===== src/rtl/xbar_pkg.sv =====
// Shared types and helpers for the round-robin N x M crossbar.
//   state_e     : per-slot transaction state (IDLE, BUSY, RESP)
//   cmd_e       : master command encoding (read = 0, write = 1)
//   DECERR_DATA : read data returned by the decode-error responder
//   sel_idx()   : extracts the slave-select field from the top address bits
package xbar_pkg;

    typedef enum logic [1:0] {
        IDLE = 2'd0,
        BUSY = 2'd1,
        RESP = 2'd2
    } state_e;

    typedef enum logic {
        CMD_READ  = 1'b0,
        CMD_WRITE = 1'b1
    } cmd_e;

    // Wide enough for any supported DW; users slice [DW-1:0].
    localparam logic [63:0] DECERR_DATA = '1;

    // Slave index = addr[aw-1 -: sel_w]; addr is zero-extended to 64 bits.
    function automatic int unsigned sel_idx(input logic [63:0] addr,
                                            input int unsigned aw,
                                            input int unsigned sel_w);
        logic [63:0] sh;
        sh = addr >> (aw - sel_w);
        sh = sh & ((64'd1 << sel_w) - 64'd1);
        return sh[31:0];
    endfunction

endpackage


===== src/rtl/xbar_rr_slot.sv =====
// One crossbar slot: round-robin arbiter, IDLE/BUSY/RESP FSM and capture
// registers for a single slave (or for the decode-error responder).
// Ports:
//   clk_i, reset_ni      clock, asynchronous active-low reset
//   req_i                per-master requests already decoded to this slot
//   cmd_i/addr_i/wdata_i flattened per-master command, address, write data
//   resp_i               per-master read-data acceptance
//   ack_o                one-cycle ack to the granted master
//   busy_o               one-hot of the master being served while BUSY
//   rsel_o, rdata_o      one-hot owner and value of captured read data (RESP)
//   s_req_o ... s_ack_i  slave-side handshake
module xbar_rr_slot
    import xbar_pkg::*;
#(
    parameter int DW      = 32,
    parameter int AW      = 32,
    parameter int MASTERS = 4
) (
    input  logic                  clk_i,
    input  logic                  reset_ni,
    input  logic [MASTERS-1:0]    req_i,
    input  logic [MASTERS-1:0]    cmd_i,
    input  logic [MASTERS*AW-1:0] addr_i,
    input  logic [MASTERS*DW-1:0] wdata_i,
    input  logic [MASTERS-1:0]    resp_i,
    output logic [MASTERS-1:0]    ack_o,
    output logic [MASTERS-1:0]    busy_o,
    output logic [MASTERS-1:0]    rsel_o,
    output logic [DW-1:0]         rdata_o,
    output logic                  s_req_o,
    output logic                  s_cmd_o,
    output logic [AW-1:0]         s_addr_o,
    output logic [DW-1:0]         s_wdata_o,
    input  logic [DW-1:0]         s_rdata_i,
    input  logic                  s_ack_i
);

    localparam int MW = (MASTERS > 1) ? $clog2(MASTERS) : 1;

    state_e              state_q, state_d;
    cmd_e                cmd_q, cmd_d;
    logic [MW-1:0]       grant_q, grant_d, ptr_q, ptr_d, pick;
    logic [AW-1:0]       addr_q, addr_d;
    logic [DW-1:0]       wdata_q, wdata_d, rdata_q, rdata_d;
    logic [MASTERS-1:0]  ack_q, ack_d, elig, grant_oh;
    logic                found;

    // A master being acked this cycle still has req high; it only counts as
    // a new request from the following cycle on.
    assign elig = req_i & ~ack_q;

    always_comb begin
        found = 1'b0;
        pick  = '0;
        for (int unsigned i = 0; i < MASTERS; i++) begin
            if (!found && elig[MW'((32'(ptr_q) + i) % MASTERS)]) begin
                found = 1'b1;
                pick  = MW'((32'(ptr_q) + i) % MASTERS);
            end
        end
    end

    always_comb begin
        state_d = state_q;
        grant_d = grant_q;
        ptr_d   = ptr_q;
        cmd_d   = cmd_q;
        addr_d  = addr_q;
        wdata_d = wdata_q;
        rdata_d = rdata_q;
        ack_d   = '0;
        case (state_q)
            IDLE: begin
                if (found) begin
                    grant_d = pick;
                    cmd_d   = cmd_e'(cmd_i[pick]);
                    addr_d  = addr_i[pick*AW +: AW];
                    wdata_d = wdata_i[pick*DW +: DW];
                    state_d = BUSY;
                end
            end
            BUSY: begin
                if (s_ack_i) begin
                    ack_d[grant_q] = 1'b1;
                    ptr_d          = MW'((32'(grant_q) + 32'd1) % MASTERS);
                    if (cmd_q == CMD_READ) begin
                        rdata_d = s_rdata_i;
                        state_d = RESP;
                    end else begin
                        state_d = IDLE;
                    end
                end
            end
            RESP: begin
                if (resp_i[grant_q]) begin
                    rdata_d = '0;
                    state_d = IDLE;
                end
            end
            default: state_d = IDLE;
        endcase
    end

    always_ff @(posedge clk_i or negedge reset_ni) begin
        if (!reset_ni) begin
            state_q <= IDLE;
            grant_q <= '0;
            ptr_q   <= '0;
            cmd_q   <= CMD_READ;
            addr_q  <= '0;
            wdata_q <= '0;
            rdata_q <= '0;
            ack_q   <= '0;
        end else begin
            state_q <= state_d;
            grant_q <= grant_d;
            ptr_q   <= ptr_d;
            cmd_q   <= cmd_d;
            addr_q  <= addr_d;
            wdata_q <= wdata_d;
            rdata_q <= rdata_d;
            ack_q   <= ack_d;
        end
    end

    always_comb begin
        grant_oh          = '0;
        grant_oh[grant_q] = 1'b1;
    end

    assign busy_o    = (state_q == BUSY) ? grant_oh : '0;
    assign rsel_o    = (state_q == RESP) ? grant_oh : '0;
    assign rdata_o   = rdata_q;
    assign ack_o     = ack_q;
    assign s_req_o   = (state_q == BUSY);
    assign s_cmd_o   = cmd_q;
    assign s_addr_o  = addr_q;
    assign s_wdata_o = wdata_q;

endmodule


===== src/rtl/xbar_rr_nxm.sv =====
// MASTERS x SLAVES crossbar with a round-robin arbiter and FSM per slave.
// Slave index = m_addr_i[AW-1 -: $clog2(SLAVES)].
// Optional macro XBAR_DECERR_EN: out-of-range indices are served by an
// internal error responder (reads return all ones, writes are dropped);
// without it such requests are never granted.
// Ports (per-master / per-slave vectors are flattened, index 0 in the LSBs):
//   clk_i, reset_ni                       clock, async active-low reset
//   m_req_i, m_cmd_i, m_addr_i, m_wdata_i master request side
//   m_resp_i, m_rdata_o, m_ack_o          master response side
//   s_req_o, s_cmd_o, s_addr_o, s_wdata_o slave request side
//   s_rdata_i, s_ack_i                    slave completion side
module xbar_rr_nxm
    import xbar_pkg::*;
#(
    parameter int DW      = 32,
    parameter int AW      = 32,
    parameter int MASTERS = 4,
    parameter int SLAVES  = 4
) (
    input  logic                  clk_i,
    input  logic                  reset_ni,
    input  logic [MASTERS-1:0]    m_req_i,
    input  logic [MASTERS-1:0]    m_cmd_i,
    input  logic [MASTERS*AW-1:0] m_addr_i,
    input  logic [MASTERS*DW-1:0] m_wdata_i,
    input  logic [MASTERS-1:0]    m_resp_i,
    output logic [MASTERS*DW-1:0] m_rdata_o,
    output logic [MASTERS-1:0]    m_ack_o,
    output logic [SLAVES-1:0]     s_req_o,
    output logic [SLAVES-1:0]     s_cmd_o,
    output logic [SLAVES*AW-1:0]  s_addr_o,
    output logic [SLAVES*DW-1:0]  s_wdata_o,
    input  logic [SLAVES*DW-1:0]  s_rdata_i,
    input  logic [SLAVES-1:0]     s_ack_i
);

    localparam int SEL_W = $clog2(SLAVES);

    int unsigned         sel [MASTERS];
    logic [MASTERS-1:0]  slot_req   [SLAVES];
    logic [MASTERS-1:0]  slot_ack   [SLAVES];
    logic [MASTERS-1:0]  slot_busy  [SLAVES];
    logic [MASTERS-1:0]  slot_rsel  [SLAVES];
    logic [DW-1:0]       slot_rdata [SLAVES];
    logic [MASTERS-1:0]  busy_any, err_ack, err_busy, err_rsel;
    logic [DW-1:0]       err_rdata;

    always_comb begin
        for (int unsigned m = 0; m < MASTERS; m++) begin
            sel[m] = sel_idx(64'(m_addr_i[m*AW +: AW]), AW, SEL_W);
        end
    end

    always_comb begin
        for (int unsigned s = 0; s < SLAVES; s++) begin
            slot_req[s] = '0;
            for (int unsigned m = 0; m < MASTERS; m++) begin
                slot_req[s][m] = m_req_i[m] && !busy_any[m] && (sel[m] == s);
            end
        end
    end

    for (genvar s = 0; s < SLAVES; s++) begin : g_slot
        xbar_rr_slot #(.DW(DW), .AW(AW), .MASTERS(MASTERS)) u_slot (
            .clk_i     (clk_i),
            .reset_ni  (reset_ni),
            .req_i     (slot_req[s]),
            .cmd_i     (m_cmd_i),
            .addr_i    (m_addr_i),
            .wdata_i   (m_wdata_i),
            .resp_i    (m_resp_i),
            .ack_o     (slot_ack[s]),
            .busy_o    (slot_busy[s]),
            .rsel_o    (slot_rsel[s]),
            .rdata_o   (slot_rdata[s]),
            .s_req_o   (s_req_o[s]),
            .s_cmd_o   (s_cmd_o[s]),
            .s_addr_o  (s_addr_o[s*AW +: AW]),
            .s_wdata_o (s_wdata_o[s*DW +: DW]),
            .s_rdata_i (s_rdata_i[s*DW +: DW]),
            .s_ack_i   (s_ack_i[s])
        );
    end

`ifdef XBAR_DECERR_EN
    logic [MASTERS-1:0] err_req;
    logic               err_s_req, err_s_cmd;
    logic [AW-1:0]      err_s_addr;
    logic [DW-1:0]      err_s_wdata;

    always_comb begin
        err_req = '0;
        for (int unsigned m = 0; m < MASTERS; m++) begin
            err_req[m] = m_req_i[m] && !busy_any[m] && (sel[m] >= SLAVES);
        end
    end

    // Error responder: a slot whose slave always acks immediately.
    xbar_rr_slot #(.DW(DW), .AW(AW), .MASTERS(MASTERS)) u_decerr (
        .clk_i     (clk_i),
        .reset_ni  (reset_ni),
        .req_i     (err_req),
        .cmd_i     (m_cmd_i),
        .addr_i    (m_addr_i),
        .wdata_i   (m_wdata_i),
        .resp_i    (m_resp_i),
        .ack_o     (err_ack),
        .busy_o    (err_busy),
        .rsel_o    (err_rsel),
        .rdata_o   (err_rdata),
        .s_req_o   (err_s_req),
        .s_cmd_o   (err_s_cmd),
        .s_addr_o  (err_s_addr),
        .s_wdata_o (err_s_wdata),
        .s_rdata_i (DECERR_DATA[DW-1:0]),
        .s_ack_i   (1'b1)
    );
`else
    assign err_ack   = '0;
    assign err_busy  = '0;
    assign err_rsel  = '0;
    assign err_rdata = '0;
`endif

    always_comb begin
        m_ack_o   = err_ack;
        busy_any  = err_busy;
        m_rdata_o = '0;
        for (int unsigned s = 0; s < SLAVES; s++) begin
            m_ack_o  = m_ack_o | slot_ack[s];
            busy_any = busy_any | slot_busy[s];
        end
        for (int unsigned m = 0; m < MASTERS; m++) begin
            if (err_rsel[m]) m_rdata_o[m*DW +: DW] = err_rdata;
            for (int unsigned s = 0; s < SLAVES; s++) begin
                if (slot_rsel[s][m]) m_rdata_o[m*DW +: DW] = m_rdata_o[m*DW +: DW] | slot_rdata[s];
            end
        end
    end

endmodule

===== config.mk =====
export PLATFORM = sky130hd
export DESIGN_NAME = xbar_rr_nxm
export DESIGN_NICKNAME = d
export VERILOG_FILES = /design/src/rtl/xbar_pkg.sv /design/src/rtl/xbar_rr_slot.sv /design/src/rtl/xbar_rr_nxm.sv
export SDC_FILE = /design/constraint.sdc
export NUM_CORES = 1
export LEC_CHECK = 0
export BUFFER_PORTS_ARGS = -buffer_cell sky130_fd_sc_hd__buf_2
export CORE_AREA = 8 8 303 305
export DETAILED_ROUTE_END_ITERATION = 8
export DIE_AREA = 0 0 311 313
export SKIP_LAST_GASP = 1
export SYNTH_ARGS = -nofsm -noshare
export SYNTH_HDL_FRONTEND = slang
export SYNTH_SLANG_ARGS = --single-unit

===== constraint.sdc =====
create_clock -name clk_i -period 9 [get_ports clk_i]
set_input_delay 0.9 -clock clk_i [delete_from_list [all_inputs] [get_ports clk_i]]
set_output_delay 0.9 -clock clk_i [all_outputs]
set_load 0.005 [all_outputs]

==> summary by stage <==
Global routing
The number of antenna violations at the first check in global routing is 44. For this run, the total global-route usage over all layers was measured as 0.267. The wire length of the first global-routing pass is 199000 um.

The via count of the first global-routing pass is 27700. Entering global routing, the biggest net connects 158 pins. Summed over all layers, the global routing overflow is 0.

STA
For the pin with the worst max-slew slack, the measured transition is 1.17 ns. The maximum achievable frequency is 214 MHz. The time the worst path needs with I/O delays and setup is 4.68 ns.

The number of endpoints failing setup at the final stage is 0. The final setup skew is 0.0281 ns. The relative max-transition margin is 0.214. The worst path setup slack after routing is 4.32 ns. The total count of hold-check failures in the final report was 0. Setup repair after global routing left no endpoint under its margin.

The final cycle utilization of the critical path is 0.519. Setup total negative slack on the finished layout was measured at 0 ns. The final number of max-transition violations is 0.

Synthesis
The combinational family with the most area after synthesis is compound AO/OA/AOI/OAI gates. In this run, synthesis produced a sequential element count of 428. The share of the synthesized area in the top cell type is 0.399. By count the netlist is led by 428 x sky130_fd_sc_hd__dfrtp_1, 408 x sky130_fd_sc_hd__mux2i_1, 346 x sky130_fd_sc_hd__nand2_1.

The number of synthesized flops with an enable pin is 0. Of the total synthesized cell area, the portion taken by full adders, half adders and majority gates is 0.00745. The sequential fraction of the synthesis area is 0.399. The compound-gate portion of the synthesized area came to 0.256. The most frequently used flop master after synthesis is sky130_fd_sc_hd__dfrtp_1. Synthesis produced a netlist with a net count of 3198. The largest total area in the synthesized netlist belongs to sky130_fd_sc_hd__dfrtp_1. Counting flops with an async set or reset pin after synthesis yields a share of 1.00. After synthesis, the mean cell area works out to 9.67 sq um. The xor and xnor area share after synthesis is 0.

By area the synthesized netlist is led by sky130_fd_sc_hd__dfrtp_1 40%, sky130_fd_sc_hd__mux2i_1 15%, sky130_fd_sc_hd__a22oi_1 7.2%. The number of warnings printed during yosys synthesis is 0. The dominant cell by count in the synthesized netlist is sky130_fd_sc_hd__dfrtp_1. Of the total synthesized cell area, the portion taken by AND, OR, NAND and NOR gates is 0.118.

The portion of netlist area occupied by mux cells is 0.157. The synthesized instance count is 2780. The synthesized netlist contains 67 unique library cells.

The cell area after synthesis is 26900 sq um.

Die
The row count is 109. The number of top-level pins is 798. For this configuration, the core starts out at a cell density of 0.308.

The width of the chip is 311 um. The area enclosed by the die boundary is 97300 sq um. In this run the vertical extent of the chip is 313 um. The area of the core region is 87300 sq um.

Placement
The half-perimeter wire length after detailed placement is 93200 um. The congestion estimate from routability-driven global placement came to 0.916. The cell area after placement is 31600 sq um. The number of input and output port buffers inserted is 797. Before CTS, the worst setup slack after placement is 4.16 ns.

Setup path
STA classifies the critical path endpoint as a flop. In this run the worst path has a maximum fanout of 41. The kind of cell with the highest combined delay along the critical path is simple AND/OR/NAND/NOR gates. The worst setup path is launched from a flop. The worst-case reg-to-reg path depth is 11. The worst stage delay on the critical path is 0.85 ns.

The signal on the critical path passes through inv_1 -> ha_1 -> and3b_1 -> a221o_1 -> nor3_2 -> o221a_2 -> buf_4 -> and3_4 -> buf_4 -> mux2i_1 -> a221oi_1. Together, buffers and inverters on the worst path number 3. The worst endpoint required time is 9.51 ns.

The critical path's most frequent cell is sky130_fd_sc_hd__buf_4. The standard cell with the maximum stage delay on the critical path is sky130_fd_sc_hd__and3_4. The critical path class is reg2reg. Counting buffers and inverters, the worst setup path is 11 cells deep. Data on the critical path arrives at its endpoint at 5.19 ns.

Cells and area
The net count of the finished layout is 3830. Summing all non-filler instances in the final layout gives an area of 33500 sq um. The fraction of final layout cells with drive strength greater than 1 is 0.308. The relative area change from synthesis to final layout is 24.8%.

Clock network
The clock drives 428 sinks. The depth of the CTS H-tree is 2. Buffers inserted to repair hold after CTS numbered 0. The clock latency of the later-clocked register in the worst-skew pair is 0.63 ns.

The number of buffers inserted to repair setup after CTS is 0. The tree is rooted in a sky130_fd_sc_hd__clkbuf_16. TritonCTS created 55 clock buffers.

The TritonCTS clock tree is yes. In this run the deepest clock path goes through 3 buffers. The number of gates resized after CTS was 0. The clock transition time at the flip-flop clock pins of the worst setup and hold paths is 0.06 ns.

Routing
The number of routed nets with antenna violations is 0. The top routing layer in use is met5. Before antenna repair, the detailed router went through 8 iterations.

For this block, the via count after detailed routing is 27400. Summed over all nets, wire length on met3 after detailed routing comes to 14600 um. The number of DRC markers in iteration 0 is 3121. The routed length on met2 is 63600 um. The average routed wire per standard cell is 29.6 um. The routed design has 138000 um of wire. Dividing the detail-routed via count by the number of cells gives 5.90. The met1 wire length is 51700 um. The number of remaining DRC errors is 0.

Pwr
The leakage power of the design is 16.0 nW. VDD sags by at most 0.176 mV. For this design the ratio of total power to cell area is 320 nW/um^2.

Flow run
The number of max-cap violations is 0.

Outcome
The flow ran to the end, and the final reports show no timing, DRC or antenna violations.

Min path
The path class of the lowest-slack min-delay path is in2async.
## registers in the layout, summed over array words and instances, names as in the netlist
register / flops
g_slot.u_slot.s_cmd_o: 4
g_slot.u_slot.s_addr_o: 128
g_slot.u_slot.grant_q: 8
g_slot.u_slot.rdata_o: 128
g_slot.u_slot.ptr_q: 8
g_slot.u_slot.state_q: 8
g_slot.u_slot.ack_o: 16
g_slot.u_slot.s_wdata_o: 128
## worst paths after layout
check                                                    from  slack (ns)                              to
worst max-delay path              g_slot[2].u_slot.grant_q[0]        4.32   g_slot[0].u_slot.s_addr_o[10]
worst min-delay path                                 reset_ni        0.28    g_slot[2].u_slot.rdata_o[26]
worst max register to register    g_slot[2].u_slot.grant_q[0]        4.32   g_slot[0].u_slot.s_addr_o[10]
worst min register to register  g_slot[3].u_slot.s_addr_o[31]        0.47   g_slot[3].u_slot.s_addr_o[31]
max in group asynchronous                            reset_ni        7.26  g_slot[3].u_slot.s_wdata_o[16]
min in group clk_i              g_slot[3].u_slot.s_addr_o[31]        0.47   g_slot[3].u_slot.s_addr_o[31]
## final cells by class
type / count / area, sq um
repair buffers: 851 / 4450
clock buffers: 76 / 1580
inverters: 85 / 319
well taps: 1165 / 1460
fillers: 8836 / 53700
diodes: 20 / 50.0
flip-flops and latches: 428 / 10700
multi-input cells: 1991 / 14600
clock inverters: 27 / 335
## cells by family after synthesis
family / Yosys count
compound gates: 851
simple gates: 708
mux: 416
flops: 428
fa+ha+maj: 16
buf+inv: 361
## report_power, final
group          internal (W)  switching, W  total [W]
Combinational       0.00180       0.00295    0.00476
Clock               0.00138      0.000979    0.00236
Sequential          0.00281      0.000818    0.00362
## per-layer routing
layer / up-vias / global-route usage
met5: - / 0
met4: 32 / 0.123
met3: 416 / 0.0827
met2: 1688 / 0.436
met1: 13500 / 0.321
li1: 11800 / -
## layout by cell type (no fill, tap or decap), drive strengths merged, types with 10 or more instances in the layout
cell,n
clkbuf,76
nand2,346
and3,18
buf,851
nor3,12
dfrtp,428
nand2b,10
a31oi,63
a221oi,96
nor2b,12
clkinv,12
diode,20
o221ai,63
a211oi,193
o21ai,79
nor2,206
and2,21
and4,33
a22oi,258
or3,10
inv,90
mux2i,408
a22o,66
ha,16
## stage by stage
step | utilization | instances | hold slack [ns] | power, W
final | 0.384 | 4643 | 0.284 | 0.0107
after global routing | 0.384 | 4637 | 0.297 | 0.0113
after CTS | 0.384 | 4623 | 0.265 | 0.0107
after detailed placement | 0.362 | 4520 | 0.455 | 0.00835
after global placement | 0.362 | 4520 | 0.447 | 0.00829
after floorplan | - | 2780 | 0.459 | 0.00612
(Power assumes the default switching activity.)
